<file path="config.mk">
export PLATFORM = sky130hd
export DESIGN_NAME = fetch_decode_buffer
export DESIGN_NICKNAME = d
export VERILOG_FILES = /design/src/rtl/fetch_decode_buffer.sv
export SDC_FILE = /design/constraint.sdc
export NUM_CORES = 1
export LEC_CHECK = 0
export ABC_AREA = 1
export CORE_MARGIN = 2
export CORE_UTILIZATION = 45
export CTS_CLUSTER_DIAMETER = 200
export DETAILED_ROUTE_END_ITERATION = 7
export PLACE_DENSITY = 0.74
export SYNTH_ARGS = -nofsm -noshare
export SYNTH_HDL_FRONTEND = slang
export SYNTH_SLANG_ARGS = --single-unit
</file>
<file path="constraint.sdc">
create_clock -name clk -period 4.9 [get_ports clk]
set_clock_uncertainty 0.1 [all_clocks]
set_input_delay 0.49 -clock clk [delete_from_list [all_inputs] [get_ports clk]]
set_output_delay 0.49 -clock clk [all_outputs]
set_load 0.02 [all_outputs]
</file>
<file path="src/rtl/fetch_decode_buffer.sv">
// Two-entry in-order {pc, instruction} buffer between fetcher and decoder.
// Slot 0 is always the head; slot 1 holds the entry behind it.
// in_ready and out_valid depend only on registered occupancy (and reset).
module fetch_decode_buffer #(
    parameter int PROGRAM_MEM_DATA_BITS = 16,
    parameter int PC_BITS               = 8
) (
    input  logic                             clk,
    input  logic                             reset,
    input  logic                             in_valid,
    output logic                             in_ready,
    input  logic [PC_BITS-1:0]               in_pc,
    input  logic [PROGRAM_MEM_DATA_BITS-1:0] in_instruction,
    input  logic                             flush,
    output logic                             out_valid,
    input  logic                             out_ready,
    output logic [PC_BITS-1:0]               out_pc,
    output logic [PROGRAM_MEM_DATA_BITS-1:0] out_instruction,
    output logic [1:0]                       occupancy
);

    logic [1:0]                       occ_q, occ_d;
    logic [PC_BITS-1:0]               pc0_q, pc0_d, pc1_q, pc1_d;
    logic [PROGRAM_MEM_DATA_BITS-1:0] ins0_q, ins0_d, ins1_q, ins1_d;
    logic                             push, pop;

    // Handshake flags from registered occupancy; reset blocks acceptance.
    always_comb begin
        in_ready  = ~reset && (occ_q != 2'd2);
        out_valid = (occ_q != 2'd0);
        push      = in_valid && in_ready;
        pop       = out_valid && out_ready;
    end

    // Next-state: flush wins, otherwise shift/append based on push and pop.
    always_comb begin
        occ_d  = occ_q;
        pc0_d  = pc0_q;
        pc1_d  = pc1_q;
        ins0_d = ins0_q;
        ins1_d = ins1_q;
        if (flush) begin
            occ_d = 2'd0;
        end else begin
            case ({push, pop})
                2'b10: begin
                    if (occ_q == 2'd0) begin
                        pc0_d  = in_pc;
                        ins0_d = in_instruction;
                    end else begin
                        pc1_d  = in_pc;
                        ins1_d = in_instruction;
                    end
                    occ_d = occ_q + 2'd1;
                end
                2'b01: begin
                    pc0_d  = pc1_q;
                    ins0_d = ins1_q;
                    occ_d  = occ_q - 2'd1;
                end
                2'b11: begin
                    // Only reachable at occupancy 1: the pushed entry replaces the head.
                    pc0_d  = in_pc;
                    ins0_d = in_instruction;
                end
                default: ;
            endcase
        end
    end

    // State registers with asynchronous active-high reset.
    always_ff @(posedge clk or posedge reset) begin
        if (reset) begin
            occ_q  <= '0;
            pc0_q  <= '0;
            pc1_q  <= '0;
            ins0_q <= '0;
            ins1_q <= '0;
        end else begin
            occ_q  <= occ_d;
            pc0_q  <= pc0_d;
            pc1_q  <= pc1_d;
            ins0_q <= ins0_d;
            ins1_q <= ins1_d;
        end
    end

    // Head presentation, zeroed when empty.
    always_comb begin
        occupancy       = occ_q;
        out_pc          = out_valid ? pc0_q  : '0;
        out_instruction = out_valid ? ins0_q : '0;
    end

endmodule

</file>
Yosys cells after proc, flatten, opt, wreduce, memory -nomap -nowiden
Cells that the tools add are included.
{"block": "op_classes", "bitwise_logic": 3, "mux": 8, "reduce_logical": 9, "n_addsub": 2, "eq_ne": 5}
{"op": "one-hot mux 16 bit (3 select lines)", "n": 1}
{"op": "two-way mux 16 bit", "n": 2}
{"op": "one-hot mux 8 bit (3 select lines)", "n": 1}
{"op": "two-way mux 8 bit", "n": 2}
{"op": "AND reduction 3 bit", "n": 2}
{"op": "nonzero test 3 bit", "n": 2}
{"op": "== test 2 bit (second input constant)", "n": 2}
{"op": "!= test 2 bit (second input constant)", "n": 2}
{"op": "one-hot mux 2 bit (2 select lines)", "n": 1}
{"op": "logical AND 1 bit", "n": 3}
{"op": "NOT 1 bit", "n": 3}
{"op": "adder 2 x 1 -> 2 bit (second input constant)", "n": 1}
{"op": "== test 2 x 1 -> 1 bit (second input constant)", "n": 1}
{"op": "zero test 2 bit", "n": 1}
{"op": "two-way mux 2 bit", "n": 1}
{"op": "nonzero test 2 bit", "n": 1}
{"op": "subtractor 2 x 1 -> 2 bit (second input constant)", "n": 1}
{"block": "totals", "regBits": 50, "word_cells": 32, "in_bits": 29, "out_inout_bits": 28}

Longest topological paths before layout
{"block": "logic_depth", "word_depth": 6, "depth_mapped": 9, "depth_no_buf": 8}

Worst setup path before layout
Ideal clock, no wire load.
{"block": "synth_path", "path_kind": "in2reg", "from": "in reset", "to": "reg ins1_q[0]", "t_arrival_ps": 2589, "required_time_ps": 4679, "path_stages": 8, "setup_time_ps": 121, "n_path_buf": 2, "setup_slack_ps": 2091, "path_cell_list": "inv_1 > nand3_2 > nor2_1 > nand3_1 > buf_6 > buf_6 > nand2_1 > o21ai_1"}
{"block": "synth_via", "elab_chain_len": 5}
{"item": "start, declared", "line": "9", "rtl": "input logic reset,"}
{"item": "NOT 1 bit", "line": "29", "rtl": "in_ready = ~reset && (occ_q != 2'd2);"}
{"item": "logical AND 1 bit", "line": "29"}
{"item": "logical AND 1 bit", "line": "31", "rtl": "push = in_valid && in_ready;"}
{"item": "== test 2 bit", "line": "45", "rtl": "case ({push, pop})"}
{"item": "AND reduction 3 bit (no line)"}
{"item": "end signal, assigned", "line": "84", "rtl": "ins1_q <= ins1_d;"}
{"item": "end, declared", "line": "24", "rtl": "logic [PROGRAM_MEM_DATA_BITS-1:0] ins0_q, ins0_d, ins1_q, ins1_d;"}
No other way between the ends.
A chain may end at the register's enable or synchronous reset.

Worst setup path after layout
{"block": "layout_path", "from": "in in_valid", "to": "reg ins1_q[12]"}
{"block": "layout_via", "elab_chain_len": 3}
{"item": "start, declared", "line": "10", "rtl": "input logic in_valid,"}
{"item": "logical AND 1 bit", "line": "31"}
{"item": "== test 2 bit", "line": "45"}
{"item": "AND reduction 3 bit (no line)"}
No other way between the ends.

==> impl_metrics.json <==
{
  "p_leak_nw": 1.61,
  "finalSetupViolCount": 0,
  "seq_area_frac_synth": 0.497,
  "cp_top_family": "simple AND/OR/NAND/NOR gates",
  "crit_required_ps": 5000,
  "setup_tns_ps": 0,
  "timing.fmax_mhz": 359,
  "viasPerCell": 4.67,
  "start_util": 0.463,
  "nNetsFinal": 414,
  "post_cts_buffers": 0,
  "path_cells": "clkdlybuf4s50_1 -> nand3_2 -> nor2_1 -> nand3_2 -> o21ai_0",
  "slew_viol_final": 0,
  "crit_arrival_ps": 2890,
  "syn_to_final_growth_pct": 28.3,
  "drc_errors": 0,
  "post_dp_cell_area_um2": 3090,
  "power_w": 0.00143,
  "ir_worst_vdd_mv": 0.211,
  "syn-num-nets": 367,
  "synth.distinct_cells": 20,
  "rr_worst_depth": 6,
  "die_y_um": 78.8,
  "ys_warn_count": 0,
  "core-area_um2": 5440,
  "synth-main-ff-cell": "dfrtp_1",
  "io_pins": 57,
  "timing.rr.end": "ins1_q[12]",
  "worst-path-buf-inv": 1,
  "critPathLaunchType": "primary input",
  "ys_ff_latch": 50,
  "grt_first_pass_wirelength_um": 9650,
  "track_usage": 0.198,
  "pre_cts_slack_ps": 1750,
  "avgSynthCellArea_um2": 7.44,
  "synth.most_common_cell": "nand2_1",
  "critPathMostFrequentCell": "nand3_2",
  "relSlewSlack": 0.331,
  "worstSetupPathType": "in2reg",
  "cts_buffers": 5,
  "synth_top_area_frac": 0.497,
  "regToRegStartpoint": "occupancy[0]",
  "synthesis.area_um2": 2520,
  "synth.area.top_cells": "dfrtp_1, nand2_1, inv_1",
  "reg2reg_slack_ps": 2170,
  "fin_crit_sh": 0.569,
  "hp-class": "reg2reg",
  "slowest_delay_ps": 710,
  "wl_um": 5470,
  "outcome": "finished, final reports clean",
  "dieArea_um2": 6210,
  "rsz0062_at_grt": "no",
  "first_pass_iters": 4,
  "ctsHoldBuffers": 0,
  "cts_root_buf": "clkbuf_8",
  "place_congestion": 0.806,
  "die_w_um": 78.8,
  "design_area_um2": 3230,
  "grt_antenna_before_repair": 0,
  "synthCells": 338,
  "drt_iter0_markers": 134,
  "ys_async_sr_fraction": 1.00,
  "grt_overflow": 0,
  "cts_max_path_buffers": 2,
  "worst_slew_pin_slew_ps": 1000,
  "worstPathMaxFanout": 48,
  "endpoint_kind": "flip-flop",
  "final_layout_size_suffix_gt1_frac": 0.0570,
  "min_path_cells": 2,
  "ys_top_cells_by_count": "nand2_1, inv_1, dfrtp_1",
  "synth_top_area_cell": "dfrtp_1",
  "path_clk_slew_ps": 90,
  "hold_end": "ins1_q[15]",
  "cts_tree": "done",
  "cts_resized": 0,
  "io_buffers": 56,
  "grt_max_degree": 52,
  "finalCriticalPeriod_ps": 2790,
  "clock_latency_ps": 300,
  "final-hold-violation-count": 0,
  "ant_nets": 0,
  "diodes": 0,
  "wl_per_cell_um": 11.9,
  "crit_slowest_cell": "nand3_2",
  "vias": 2141,
  "p_per_area_nw_per_um2": 441,
  "rows": 27,
  "min-delay-start": "ins1_q[15]",
  "hpwl_um": 3510,
  "cap_violations": 0,
  "first_global_vias": 2173,
  "synth_edf_count": 0,
  "h-tree-depth": 2,
  "cts.sinks": 50,
  "timing.final.ws_setup_ps": 2110
}
-- per-stage QoR --
step,instances,util,hold slack (ps)
after global routing,458,0.594,414
after global placement,450,0.568,366
after CTS,458,0.594,396
after floorplan,338,-,354
final,458,0.594,391
after detailed placement,450,0.568,374
-- logic make-up (layout without fill, tap and decap cells) --
kind of cell           after synthesis  after routing  synth area share
DFF                                 50             50             0.497
buffers and inverters               71            119             0.122
and+or+nand+nor                    166            166             0.272
AOI/OAI and AO/OA                   51             51             0.109
-- layout by cell type, fill, tap and decap left out, drive strengths merged --
| cell | count |
|---|---|
| nand3 | 27 |
| nand2 | 108 |
| clkbuf | 6 |
| inv | 53 |
| clkdlybuf4s50 | 56 |
| o21ai | 48 |
| dfrtp | 50 |
| nor2 | 27 |
| a21oi | 3 |
| nand4 | 4 |
| bufinv | 2 |
| buf | 2 |
-- worst reg2reg max path, cell delays in order, from the launching register on --
cell     delay, ps
dfrtp_1        480
inv_2           90
nand2_1        100
nand3_2        450
nor2_1         280
nand3_2        710
o21ai_0        420
-- final cells by class --
| type | instances | area (um^2) |
|---|---|---|
| Fill cell | 502 | 2210 |
| Sequential cell | 50 | 1250 |
| Multi-Input combinational cell | 217 | 971 |
| Timing Repair Buffer | 58 | 576 |
| Inverter | 53 | 199 |
| Tap cell | 72 | 90.1 |
| Clock buffer | 6 | 82.6 |
| Clock inverter | 2 | 60.1 |
-- power breakdown --
part | internal [W] | switching [W] | total (W)
Clock | 0.000218 | 0.000138 | 0.000356
Combinational | 0.000181 | 0.000253 | 0.000433
Sequential | 0.000570 | 0.0000666 | 0.000637
Total | 0.000968 | 0.000457 | 0.00143
-- how the worst max path moves through the flow --
stage                     slack, ps  cells after the start         end          from
final                          2110                      5  ins1_q[12]      in_valid
after CTS                      2070                      6    pc0_q[0]         reset
after global routing           1750                      6  ins1_q[14]  occupancy[0]
after floorplan                2090                      8   ins1_q[0]         reset
after detailed placement       1750                      6   ins0_q[9]         reset
after global placement         1780                      6   ins0_q[8]         reset
-- layer usage --
metal	vias to the layer above	GRT usage	part of all wire
met1	970	0.263	0.46
met5	-	0	0
met4	0	0.0737	0.010
met2	42	0.316	0.48
met3	4	0.0477	0.046
li1	1125	-	-
-- flip-flops by register name (all words and copies together) (netlist names) --
register and flops:
ins1_q 16, pc1_q 8, ins0_q 16, occupancy 2
pc0_q 8
(Power assumes the default switching activity.)
